<file path="src/rtl/firengine_pkg.sv">
// Shared FIR engine constants and types used by the sample clock generator.
package firengine_pkg;

   localparam int CLOCK_CONFIG_WIDTH = 4;
   localparam int HALF_PERIOD_UNIT   = 4;
   localparam int BITS_PER_FRAME     = 32;

   typedef logic [CLOCK_CONFIG_WIDTH-1:0] clock_config_t;

   typedef enum logic {
      IDLE = 1'b0,
      RUN  = 1'b1
   } clkgen_state_e;

endpackage

</file>
<file path="src/rtl/sample_clock_gen.sv">
// Sample-rate timing for the FIR engine: frame strobe, 50%-duty bit clock,
// edge strobes, bit index and frame sync. The rate select is shadowed and
// only reloaded at frame boundaries so frames are never cut short or stretched.
module sample_clock_gen
   import firengine_pkg::*;
#(
   parameter int ClockConfigWidth = CLOCK_CONFIG_WIDTH,
   parameter int HalfPeriodUnit   = HALF_PERIOD_UNIT,
   parameter int BitsPerFrame     = BITS_PER_FRAME
) (
   input  logic                            clk,
   input  logic                            reset,
   input  logic                            enable,
   input  logic [ClockConfigWidth-1:0]     clockConfig,
   output logic                            sampleStrobe,
   output logic                            bitClk,
   output logic                            bitClkRise,
   output logic                            bitClkFall,
   output logic [$clog2(BitsPerFrame)-1:0] bitIndex,
   output logic                            frameSync
);

   localparam int UnitBits = $clog2(HalfPeriodUnit);
   localparam int HalfW    = ClockConfigWidth + UnitBits + 1;
   localparam int IndexW   = $clog2(BitsPerFrame);
   localparam int HalfCntW = IndexW + 1;

   clkgen_state_e               state;
   clkgen_state_e               stateNext;
   logic [ClockConfigWidth-1:0] cfgQ;
   logic [HalfW-1:0]            halfPeriod;
   logic [HalfW-1:0]            phaseCnt;
   logic [HalfCntW-1:0]         halfCnt;
   logic                        firstFrame;
   logic                        phaseZero;
   logic                        phaseEnd;
   logic                        frameEnd;

   // Half-period length in clk cycles; the extra MSB keeps cfg max from overflowing.
   assign halfPeriod = (HalfW'(cfgQ) + HalfW'(1)) * HalfW'(HalfPeriodUnit);
   assign phaseZero  = (phaseCnt == '0);
   assign phaseEnd   = (phaseCnt == halfPeriod - HalfW'(1));
   assign frameEnd   = phaseEnd && (halfCnt == '1);

   // State register.
   always_ff @(posedge clk or posedge reset) begin
      if (reset) begin
         state <= IDLE;
      end else begin
         state <= stateNext;
      end
   end

   // Phase/half-period counters and the frame-aligned shadow of the rate select.
   always_ff @(posedge clk or posedge reset) begin
      if (reset) begin
         cfgQ       <= '0;
         phaseCnt   <= '0;
         halfCnt    <= '0;
         firstFrame <= 1'b0;
      end else begin
         case (state)
            IDLE: begin
               phaseCnt <= '0;
               halfCnt  <= '0;
               if (enable) begin
                  cfgQ       <= clockConfig;
                  firstFrame <= 1'b1;
               end
            end
            RUN: begin
               if (!enable) begin
                  // Abort immediately: no frame completion and no reload.
                  phaseCnt   <= '0;
                  halfCnt    <= '0;
                  firstFrame <= 1'b0;
               end else if (phaseEnd) begin
                  phaseCnt <= '0;
                  halfCnt  <= halfCnt + HalfCntW'(1);
                  if (frameEnd) begin
                     cfgQ       <= clockConfig;
                     firstFrame <= 1'b0;
                  end
               end else begin
                  phaseCnt <= phaseCnt + HalfW'(1);
               end
            end
            default: begin
               phaseCnt <= '0;
               halfCnt  <= '0;
            end
         endcase
      end
   end

   // Next state and output decode; outputs are forced low outside RUN.
   always_comb begin
      stateNext    = state;
      sampleStrobe = 1'b0;
      bitClk       = 1'b0;
      bitClkRise   = 1'b0;
      bitClkFall   = 1'b0;
      bitIndex     = '0;
      frameSync    = 1'b0;
      case (state)
         IDLE: begin
            if (enable) stateNext = RUN;
         end
         RUN: begin
            if (!enable) stateNext = IDLE;
            sampleStrobe = phaseZero && (halfCnt == '0);
            bitClk       = halfCnt[0];
            bitClkRise   = phaseZero && halfCnt[0];
            // The very first half-period after entering RUN has no preceding high phase.
            bitClkFall   = phaseZero && !halfCnt[0] && ((halfCnt != '0) || !firstFrame);
            bitIndex     = halfCnt[HalfCntW-1:1];
            frameSync    = (halfCnt[HalfCntW-1:1] == '0);
         end
         default: stateNext = IDLE;
      endcase
   end

endmodule
</file>
<file path="config.mk">
export PLATFORM = sky130hd
export DESIGN_NAME = sample_clock_gen
export DESIGN_NICKNAME = d
export VERILOG_FILES = /design/src/rtl/firengine_pkg.sv /design/src/rtl/sample_clock_gen.sv
export SDC_FILE = /design/constraint.sdc
export NUM_CORES = 1
export LEC_CHECK = 0
export CAP_MARGIN = 20
export CORE_ASPECT_RATIO = 0.7
export CORE_MARGIN = 2
export CORE_UTILIZATION = 25
export CTS_BUF_LIST = sky130_fd_sc_hd__clkbuf_8 sky130_fd_sc_hd__clkbuf_16
export CTS_CLUSTER_SIZE = 25
export DETAILED_ROUTE_END_ITERATION = 7
export DONT_BUFFER_PORTS = 1
export GPL_TIMING_DRIVEN = 0
export SETUP_SLACK_MARGIN = 0.4
export SLEW_MARGIN = 15
export SYNTH_ARGS = -nofsm -noshare
export SYNTH_HDL_FRONTEND = slang
export SYNTH_SLANG_ARGS = --single-unit
export TNS_END_PERCENT = 20
</file>
<file path="constraint.sdc">
create_clock -name clk -period 2.05 [get_ports clk]
set_input_delay 0.205 -clock clk [delete_from_list [all_inputs] [get_ports clk]]
set_output_delay 0.205 -clock clk [all_outputs]
set_load 0.01 [all_outputs]
</file>
; ---- Yosys cells after proc, flatten, opt, wreduce, memory -nomap -nowiden
; Cells that the tools add are included.
[classes]
n_reduce_logical = 14
muxes = 23
addsub = 4
eq_ne = 8
bitwise_logic = 1
[ops]
columns = cell, count
row1 = 4-bit 2-to-1 mux, 4
row2 = 7-bit 2-to-1 mux, 2
row3 = 7-bit case mux with 2 select lines, 1
row4 = 6-bit 2-to-1 mux, 2
row5 = 6-bit case mux with 2 select lines, 1
row6 = 1-bit 2-to-1 mux, 10
row7 = 4-bit case mux with 2 select lines, 1
row8 = 7-bit by 1-bit adder with 7-bit output (second input constant), 1
row9 = 7-bit equality test, 1
row10 = 7-bit zero test, 1
row11 = 7-bit by 1-bit subtractor with 7-bit output (second input constant), 1
row12 = 6-bit by 1-bit adder with 6-bit output (second input constant), 1
row13 = 6-bit equality test (second input constant), 1
row14 = 6-bit zero test, 1
row15 = 3-bit by 2-bit != test with 1-bit output (second input constant), 2
row16 = 6-bit nonzero test, 1
row17 = 4-bit by 1-bit adder with 5-bit output (second input constant), 1
row18 = 1-bit logical AND, 5
row19 = 5-bit zero test, 1
row20 = 5-bit 2-to-1 mux, 1
row21 = 2-bit by 1-bit != test with 1-bit output (second input constant), 2
row22 = 2-bit != test (second input constant), 2
row23 = 4-bit AND reduction, 1
row24 = 3-bit AND reduction, 1
row25 = 4 further kinds, 5
[word_totals]
wordCells = 55
out_inout_bits = 10
input_bits = 7
regBits = 19

; ---- Longest topological paths before layout
[logic_depth]
word_depth = 8
depth_mapped = 6
depth_no_buf = 6

; ---- Worst setup path after synthesis
; No wires, ideal clock.
[synth_path]
path_type = register to register
start = register cfgQ[0]
end = register cfgQ[0]
arrival_time_ps = 1946
slack_ps = -38
n_path_buf = 0
required_time_ps = 1907
path_stages_with_launch = 7
setup_ps = 143
period_less_slack_ps = 2088
cell_sequence = dfrtp_1 ha_1 xnor2_1 mux2i_1 nand3_2 nor4_1 o21ai_0
[synth_via]
elab_chain_len = 6
elab_cells_between_ends = 7
classes_between = add/sub (2) / eq/ne (3) / reduce/logical (2)
[synth_rtl]
columns = element, line
row1 = from (decl), sample_clock_gen.sv:30  ; logic [ClockConfigWidth-1:0] cfgQ;
row2 = from (signal assigned), sample_clock_gen.sv:67  ; cfgQ <= clockConfig;
row3 = from (signal assigned), sample_clock_gen.sv:81  ; cfgQ <= clockConfig;
row4 = 4-bit by 1-bit adder with 5-bit output *, sample_clock_gen.sv:40  ; assign halfPeriod = (HalfW'(cfgQ) + HalfW'(1)) * HalfW'(HalfPeriodUnit);
row5 = 7-bit by 1-bit subtractor with 7-bit output *, sample_clock_gen.sv:42  ; assign phaseEnd = (phaseCnt == halfPeriod - HalfW'(1));
row6 = 7-bit equality test *, sample_clock_gen.sv:42
row7 = 1-bit logical AND, sample_clock_gen.sv:43  ; assign frameEnd = phaseEnd && (halfCnt == '1);
row8 = 2-bit by 1-bit != test with 1-bit output (no line), --
row9 = 4-bit AND reduction (no line) *, --
; Every way passes the cells marked *; elsewhere a longest branch is shown, timed or not.
; A chain may end at the register's enable or synchronous reset.

; ---- Worst setup path in the final report
; Ends and elaborated chain as after synthesis.

==> results.toml <==
[drt]
post_drt_wl_per_cell_um = 15.5
drt_pass1_iterations = 4
drc_errors = 0
viasPerCell = 4.80
vias = 1119
drt_iter0_drc = 64
drtAntennaViolNets = 0
routed_wl_mm = 3.62

[synth]
synthArstFlopShare_pct = 100
synth.avg_cell_area_um2 = 9.25
syn_area_um2 = 1320
ys_seq_area_share_pct = 36.0
syn_inst = 143
yosys.cell_types.count = 36
yosysWarnings = 0
syn_nets = 156
ys_seq_elements = 19
ys.flop_type = "dfrtp_1"
synth_edf_count = 0

[setup_path]
path_cells = "ha_4 > xnor2_4 > mux2i_4 > nand3_4 > buf_4 > o41a_1 > o21ai_1"
critPathMaxStageDelay_ns = 0.46
crit_path_end_kind = "register"
cp_max_fo = 4
path_buf_inv = 1
crit_family = "compound AO/OA/AOI/OAI gates"
crit_slowest_cell = "dfrtp_2"
critical_path.startpoint_type = "register"
criticalPathCategory = "reg -> reg"
critical_path_arrival_ns = 2.28
crit_required_ns = 2.23

[grt]
overflow = 0
use_met2_pct = 18.9
grt_pass1_wl_mm = 6.05
grt_max_degree = 20
grtUsageMet3_pct = 4.42
grt.busiest_layer = "met1"
grt_pass1_vias = 1150
use_met1_pct = 19.4
gr-usage-all-layers_pct = 13.1
antenna_found_initial = 0

[cells_and_area]
fin_util_pct = 35.5
layout_commonest_cell = "nand2_1"
drive_gt1_share_pct = 29.8
area_delta_synth_final_pct = 39.0
design_area_um2 = 1840
num_antenna_cells = 0
layout_common_cells = "nand2_1 (19), dfrtp_1 (17), nand3_1 (11)"
nets = 175

[sta]
final-setup-viol-count = 5
hold_violations = 19
slew_violations = 0
maxSlewHeadroom_pct = 48.0
whs_ns = -0.0274
skew_ns = 0.00440
tightest_slew_ns = 0.779
fin_ws_ns = -0.0512
rsz0062_at_grt = "yes"
period_needed_ns = 2.10
timing.final.crit_share_pct = 102
max_freq_mhz = 476
finalSetupTns_ns = -0.156

[power]
finalPower_w = 0.000965
power.share.switching_pct = 31.7
p_comb_share_pct = 29.8
vdd_drop_max_uv = 234
p_leak_nw = 0.678
p_switching_w = 0.000306
pwr_density_cell_nw_per_um2 = 525
clock_power_share_pct = 27.2
p_seq_share_pct = 43.0
intPower_w = 0.000659

[floorplanning]
die_area_um2 = 5900
rows = 22
die_w_um = 90.9
die_h_um = 64.9
ioPinCount = 17
start_util_pct = 25.6
design.core.area_um2 = 5170

[place]
hpwl_mm = 2.34
gp_congestion = 0.760
io_buffers = 0
post-place-ws_ns = -0.332
placed_area_um2 = 1460

[run_status]
violations = "negative hold slack, negative setup slack"
outcome = "finished with violations"

[clocking]
cts_tree = "done"
cts_buffer_depth = 2
ctsRootBufferMaster = "clkbuf_8"
numCtsBuffers = 3
cts.clk_slew.worst_paths_ns = 0.07
clock_latency_ns = 0.26
cts-htree-levels = 1
cts_sinks = 19

[run]
maxCapViolCount = 0

[hold_path]
min_path_type = "in -> async"
[sequential cells by signal, indices dropped and copies added, names as in the netlist]
signal and cells:
firstFrame 1, state 1, halfCnt 6, cfgQ 4
phaseCnt 7
[final cells by class]
type                    instances  area (um^2)
flip-flops and latches         19          478
inverters                       5         18.8
fillers                       544         3340
plain buffers                   3         11.3
clock buffers                   3         41.3
clock inverters                 1         5.00
well taps                      72         90.1
repair buffers                 14          153
multi-input cells             116         1040
[cell families (layout without fill, tap and decap cells)]
kind of cell    after synthesis  count (layout)  synth area share (%)
xor+xnor                     15              15                  11.9
mux                           6               6                  4.54
compound gates               15              15                  8.80
fa+ha+maj                     6               6                  5.68
buf+inv                       8              26                  2.27
flops                        19              19                  36.0
simple gates                 74              74                  30.8
[final timing paths]
kind | from | end | slack [ns] | cells past startpoint
max | cfgQ[0] | cfgQ[0] | -0.05 | 7
min in group clk | clockConfig[1] | cfgQ[1] | 0.19 | 3
max reg2reg | cfgQ[0] | cfgQ[0] | -0.05 | 7
min | reset | halfCnt[1] | -0.03 | 1
min reg2reg | phaseCnt[0] | phaseCnt[0] | 0.49 | 1
max in group asynchronous | reset | cfgQ[0] | 1.53 | 1
[timing repair]
| item | CTS | global route |
|---|---|---|
| gates resized for setup | 20 | 12 |
| buffers inserted | 11 | 2 |
| hold buffers | 1 | 0 |
| endpoints found under the setup margin | 22 | 22 |
| hold endpoints to repair | 1 | 0 |
| gates cloned | 0 | 0 |
| pin swaps | 13 | 15 |
[synth_stat cells (2+ instances only)]
master / count / area, um^2
dfrtp_1: 19 / 475
nand2_1: 19 / 71.3
nand3_1: 11 / 55.1
xnor2_1: 10 / 87.6
and2_1: 7 / 43.8
and3_1: 6 / 37.5
ha_1: 6 / 75.1
mux2i_1: 6 / 60.1
nand2b_1: 6 / 37.5
nor3_1: 6 / 30.0
inv_1: 5 / 18.8
nor4_1: 5 / 31.3
nor2_1: 4 / 15.0
o41a_1: 4 / 45.0
o21ai_0: 3 / 15.0
xor2_1: 3 / 26.3
a21oi_1: 2 / 10.0
clkbuf_1: 2 / 7.51
nand4_1: 2 / 12.5
[power by group through the flow]
stage          Sequential [W]  Combinational [W]  Clock, W
2_1_floorplan        0.000411           0.000142         0
3_3_place_gp         0.000418           0.000167         0
3_5_place_dp         0.000419           0.000168         0
4_1_cts              0.000414           0.000258  0.000273
5_1_grt              0.000418           0.000312  0.000300
6_report             0.000415           0.000288  0.000263
[through the flow]
stage               hold slack [ns]  std cells
global route                 0.0145        233
CTS                        0.000498        231
finish                      -0.0274        233
detailed placement            0.237        215
floorplan                     0.156        143
global placement              0.237        215
[per-layer routing]
layer  wire length (um)  vias to the layer above  part of all wire, %
met5                  0                        -                    0
met4                  0                        0                    0
met3                184                        0                  5.1
met2               1520                       26                   42
met1               1920                      547                   53
li1                   -                      546                    -
(Power assumes the default switching activity.)
